$ cat src/rtl/filter_sched.sv
// filter_sched: time-shares one moving-average filter between NUM_REQ
// requesters. Ownership is granted per burst (round-robin), the filter
// history is flushed with zero samples on a change of owner, warm-up
// averages of a freshly flushed burst are suppressed, and every forwarded
// average is tagged with the ID of the owner that produced it.
module filter_sched #(
  parameter int NUM_REQ         = 4,
  parameter int M               = 2,
  parameter int N               = 16,
  parameter int SUPPRESS_WARMUP = 1,
  localparam int IW             = $clog2(NUM_REQ)
) (
  input  logic                 clk,
  input  logic                 rst,
  input  logic [NUM_REQ-1:0]   req_valid,
  output logic [NUM_REQ-1:0]   req_ready,
  input  logic [NUM_REQ*N-1:0] req_sample,
  input  logic [NUM_REQ-1:0]   req_last,
  output logic [N-1:0]         f_sample,
  output logic                 f_sample_valid,
  input  logic [N-1:0]         f_average,
  input  logic                 f_average_valid,
  output logic [N-1:0]         out_average,
  output logic                 out_valid,
  output logic [IW-1:0]        out_id
);

  typedef enum logic [1:0] {
    IDLE   = 2'd0,
    FLUSH  = 2'd1,
    ACTIVE = 2'd2
  } state_t;

  localparam int WIN = 1 << M;
  // Last value of a 0-based count over one filter window.
  localparam logic [M-1:0] CNT_MAX = M'(WIN - 1);
  localparam logic [IW-1:0] LAST_ID = IW'(NUM_REQ - 1);
  localparam logic [IW:0] NUM_REQ_W = (IW+1)'(NUM_REQ);

  state_t        state;
  logic [IW-1:0] owner;
  logic [IW-1:0] last_owner;
  logic [IW-1:0] rr_ptr;
  logic          hist_clean;
  logic [M-1:0]  flush_cnt;
  logic [M-1:0]  warm_cnt;
  logic          warm_done;
  logic          fwd_q;
  logic [IW-1:0] id_q;

  logic [N-1:0]  samples [NUM_REQ];
  logic          any_req;
  logic          found;
  logic [IW-1:0] winner;
  logic [IW:0]   cand_w;
  logic [IW-1:0] cand;
  logic          accept;
  logic          warm_hit;

  // Unpack the flat sample bus so the owner's sample can be selected by index.
  always_comb begin
    for (int i = 0; i < NUM_REQ; i++) begin
      samples[i] = req_sample[i*N +: N];
    end
  end

  // Round-robin search: first requesting index at or above rr_ptr, wrapping.
  always_comb begin
    any_req = |req_valid;
    found   = 1'b0;
    winner  = rr_ptr;
    cand_w  = '0;
    cand    = '0;
    for (int k = 0; k < NUM_REQ; k++) begin
      cand_w = {1'b0, rr_ptr} + (IW+1)'(k);
      if (cand_w >= NUM_REQ_W) begin
        cand_w = cand_w - NUM_REQ_W;
      end
      cand = cand_w[IW-1:0];
      if (!found && req_valid[cand]) begin
        found  = 1'b1;
        winner = cand;
      end
    end
  end

  // Filter-side muxing and ready generation follow the current state directly.
  always_comb begin
    req_ready      = '0;
    f_sample       = '0;
    f_sample_valid = 1'b0;
    case (state)
      FLUSH: begin
        f_sample_valid = 1'b1;
      end
      ACTIVE: begin
        req_ready[owner] = 1'b1;
        f_sample         = samples[owner];
        f_sample_valid   = req_valid[owner];
      end
      default: begin
      end
    endcase
  end

  assign accept   = (state == ACTIVE) && req_valid[owner];
  // The accept that completes a full window of real samples.
  assign warm_hit = accept && (warm_cnt == CNT_MAX);

  // Averages arrive one cycle after their sample, so the forward decision and
  // owner tag are registered alongside and stay valid across a handover.
  assign out_valid   = f_average_valid & fwd_q;
  assign out_average = f_average;
  assign out_id      = id_q;

  // Arbitration / flush / burst FSM plus the forwarding pipeline register.
  always_ff @(posedge clk or posedge rst) begin
    if (rst) begin
      state      <= IDLE;
      owner      <= '0;
      last_owner <= '0;
      rr_ptr     <= '0;
      hist_clean <= 1'b1;
      flush_cnt  <= '0;
      warm_cnt   <= '0;
      warm_done  <= 1'b0;
      fwd_q      <= 1'b0;
      id_q       <= '0;
    end else begin
      fwd_q <= accept && (warm_done || warm_hit);
      id_q  <= owner;
      case (state)
        IDLE: begin
          if (any_req) begin
            owner     <= winner;
            warm_cnt  <= '0;
            flush_cnt <= '0;
            if (hist_clean || (winner == last_owner)) begin
              state     <= ACTIVE;
              warm_done <= !(hist_clean && (SUPPRESS_WARMUP != 0));
            end else begin
              state <= FLUSH;
            end
          end
        end
        FLUSH: begin
          if (flush_cnt == CNT_MAX) begin
            state     <= ACTIVE;
            warm_cnt  <= '0;
            warm_done <= (SUPPRESS_WARMUP == 0);
          end else begin
            flush_cnt <= flush_cnt + 1'b1;
          end
        end
        ACTIVE: begin
          if (accept) begin
            if (warm_cnt != CNT_MAX) begin
              warm_cnt <= warm_cnt + 1'b1;
            end
            if (warm_hit) begin
              warm_done <= 1'b1;
            end
            if (req_last[owner]) begin
              state      <= IDLE;
              last_owner <= owner;
              rr_ptr     <= (owner == LAST_ID) ? '0 : owner + 1'b1;
              hist_clean <= 1'b0;
            end
          end
        end
        default: begin
          state <= IDLE;
        end
      endcase
    end
  end

`ifndef SYNTHESIS
  // A pending forward must always be matched by an average from the filter.
  fwd_matches_filter: assert property (@(posedge clk) disable iff (rst)
    fwd_q |-> f_average_valid)
    else $error("filter_sched: forward pending without f_average_valid");
`endif

endmodule

$ cat config.mk
export PLATFORM = sky130hd
export DESIGN_NAME = filter_sched
export DESIGN_NICKNAME = d
export VERILOG_FILES = /design/src/rtl/filter_sched.sv
export SDC_FILE = /design/constraint.sdc
export NUM_CORES = 1
export LEC_CHECK = 0
export BUFFER_PORTS_ARGS = -buffer_cell sky130_fd_sc_hd__buf_2
export CORE_AREA = 4 4 74 76
export DETAILED_ROUTE_END_ITERATION = 10
export DIE_AREA = 0 0 78 80
export HOLD_SLACK_MARGIN = 0.05
export PLACE_DENSITY = 0.76
export SYNTH_ARGS = -nofsm -noshare
export SYNTH_HDL_FRONTEND = slang
export SYNTH_SLANG_ARGS = --single-unit
$ cat constraint.sdc
create_clock -name clk -period 1.97 [get_ports clk]
set_clock_uncertainty 0.15 [all_clocks]
set_input_delay 0.2955 -clock clk [delete_from_list [all_inputs] [get_ports clk]]
set_output_delay 0.2955 -clock clk [all_outputs]
set_load 0.01 [all_outputs]
==> impl_metrics.tcl <==
set metrics [dict create \
    status "complete, but fails checks" \
    violations "setup timing" \
    max-vdd-ir-drop_mv 0.6117 \
    synth_top_area_cell "dfrtp_1" \
    via_per_inst 4.964 \
    root_buffer "clkbuf_8" \
    first_iter_violations 78 \
    worstPathRequired_ns 1.52 \
    core_area_um2 4723 \
    place_ws_ns -0.005812 \
    synth_most_common_cell "and2_1" \
    synth_top_area_share_pct 22.86 \
    slew_viol_final 0 \
    power.density_nw_per_um2 1317 \
    die_area_um2 6240 \
    critPathKind "flop to output pin" \
    ys.flop_type "dfrtp_1" \
    synth_common_cells "22 x and2_1, 17 x buf_4, 17 x mux4_2" \
    layout-drive-gt1-share_pct 60.67 \
    synth_seq_cells 17 \
    cp_top_family "multiplexers" \
    port_buffers 98 \
    nets 369 \
    cp_max_fo 5 \
    cp-start-kind "flop" \
    synth.area.top_cells "dfrtp_1 23%, mux4_2 22%, and2_1 7.9%, buf_4 7.3%, ha_1 7.1%" \
    wl_per_cell_um 15.28 \
    fin_ws_ns -0.1335 \
    max_slew.worst_pin.slew_ns 0.6669 \
    grt_pass1_vias 1783 \
    maxSlewHeadroom_pct 55.49 \
    final_antenna_net_count 0 \
    synth_area_um2 1752 \
    clk_pin_slew_ns 0.06 \
    crit_chain "buf_4 > mux4_2 > and2_1 > buf_2" \
    critical-path-max-stage-delay_ns 0.51 \
    dp_cells 325 \
    cp_num_buf_inv 2 \
    r2r_slack_ns -0.03 \
    cts_tree "done" \
    rsz0062_at_grt "true" \
    start_util_pct 37.09 \
    wl_um 5105 \
    slowest_stage "mux4_2" \
    yosysSeqAreaShare_pct 24.36 \
    area_growth_pct 40.50 \
    clock-sinks 17 \
    htreeDepth 1 \
    min_period_ns 2.103 \
    ios 131 \
    worstSetupEndpointType "output pin" \
    vias 1658 \
    drc 0 \
    insertedDiodeCount 0 \
    antenna_found_initial 0 \
    finalPower_mw 3.240 \
    grt_max_degree 19 \
    synthDistinctLibCells 37 \
    drt-pass1-iter-count 4 \
    rows 25 \
    max_freq_mhz 475.4 \
    yosysWarnings 0 \
    overflow 0 \
    finalNonFillerCells 334 \
    final-setup-viol-count 18 \
    cts_buffer_depth 2 \
    clk_latency_ns 0.26 \
    die_y_um 80 \
    hold_class "flop to flop" \
    synth.net_count 271 \
    cts_buffers 3 \
    synth_edf_count 0 \
    hold_violations 0 \
    gp_congestion 0.8111 \
    synthCells 170 \
    p_leak_nw 1.230 \
    fin_crit_sh_pct 106.8 \
    grt_use_total_pct 15.89 \
    die_w_um 78 \
    drv_cap 0 \
    avgSynthCellArea_um2 10.30 \
    grt_pass1_wl_um 7935 \
    dpl.hpwl_um 4119 \
    synth_async_sr_flop_share_pct 100.0 \
    worst_ep_arrival_time_ns 1.66 \
]
-- where the power goes --
part           switching [mW]  leakage (nW)  internal (mW)
combinational            1.06         0.995           1.28
sequential              0.128         0.209          0.500
clock                   0.128        0.0255          0.141
-- worst register-to-register path: stages, from the launching register on --
cell and delay (ns):
dfrtp_2 0.45, buf_4 0.18, mux4_2 0.42, a21oi_2 0.08, nor3_2 0.27, mux2i_1 0.24, o21ai_0 0.10
-- layout make-up --
| type | count | area [um2] |
|---|---|---|
| Clock buffer | 3 | 41.29 |
| Clock inverter | 1 | 5.005 |
| Fill cell | 433 | 2262 |
| Inverter | 9 | 33.78 |
| Multi-Input combinational cell | 122 | 1185 |
| Sequential cell | 17 | 430.4 |
| Tap cell | 67 | 83.83 |
| Timing Repair Buffer | 115 | 681.9 |
-- state kept, by name, indices dropped and copies added (netlist names), 2 cells and up --
signal	count
out_id	2
warm_cnt	2
flush_cnt	2
owner	2
last_owner	2
rr_ptr	2
state	2
-- stage by stage --
stage	setup TNS [ns]	instance area [um2]	util (%)	hold WS, ns
after floorplan	0	1758	-	0.07084
after global placement	0	2267	48.00	0.2729
after detailed placement	-0.005812	2267	48.00	0.2737
after CTS	-2.299	2366	50.09	0.3487
after global routing	-3.327	2461	52.11	0.3976
final	-1.998	2461	52.11	0.3774
-- metal layers --
layer	track usage (%)	share of wire [%]	vias up
met2	28.34	53	71
li1	-	-	789
met1	18.07	39	788
met4	5.070	0.94	0
met3	4.966	7.0	10
met5	0	0	-
-- final timing paths --
check                            from            to  cells past startpoint
setup / recovery             owner[0]  f_sample[13]                      4
hold / removal             hist_clean    hist_clean                      1
min in group asynchronous         rst   warm_cnt[0]                      3
setup reg to reg             owner[0]      state[1]                      6
hold reg to reg            hist_clean    hist_clean                      1
max in group asynchronous         rst      owner[1]                      3
-- cell usage in the layout, fill, tap and decap left out, drive strengths merged, types with 2 or more instances in the layout --
cell	count
buf	114
and2	24
mux4	18
dfrtp	16
nand2	13
ha	10
inv	9
o21ai	8
nor2	7
a21oi	7
a22o	5
mux2	4
mux2i	4
nor2b	3
clkbuf	3
or3	2
nand2b	2
nand3b	2
o21a	2
xnor2	2
nor3	2
-- kinds of logic after synthesis --
| logic type | count (synthesis) | synth area share, % |
|---|---|---|
| adders and majority gates | 10 | 7.143 |
| DFF | 17 | 24.36 |
| muxes | 26 | 28.21 |
| buffers and inverters | 31 | 10.43 |
| AOI/OAI and AO/OA | 27 | 10.36 |
| xor gates and xnor gates | 2 | 1.000 |
| and+or+nand+nor | 57 | 18.50 |
-- what timing repair did --
action / CTS / global route
resized for setup: 12 / 17
hold endpoints to repair: 16 / 0
endpoints found under the setup margin: 22 / 24
setup buffers: 1 / 4
hold buffers: 1 / 0
pin swaps: 2 / 3
cloned: 0 / 0
No activity file was read; power rests on OpenSTA's default activity.
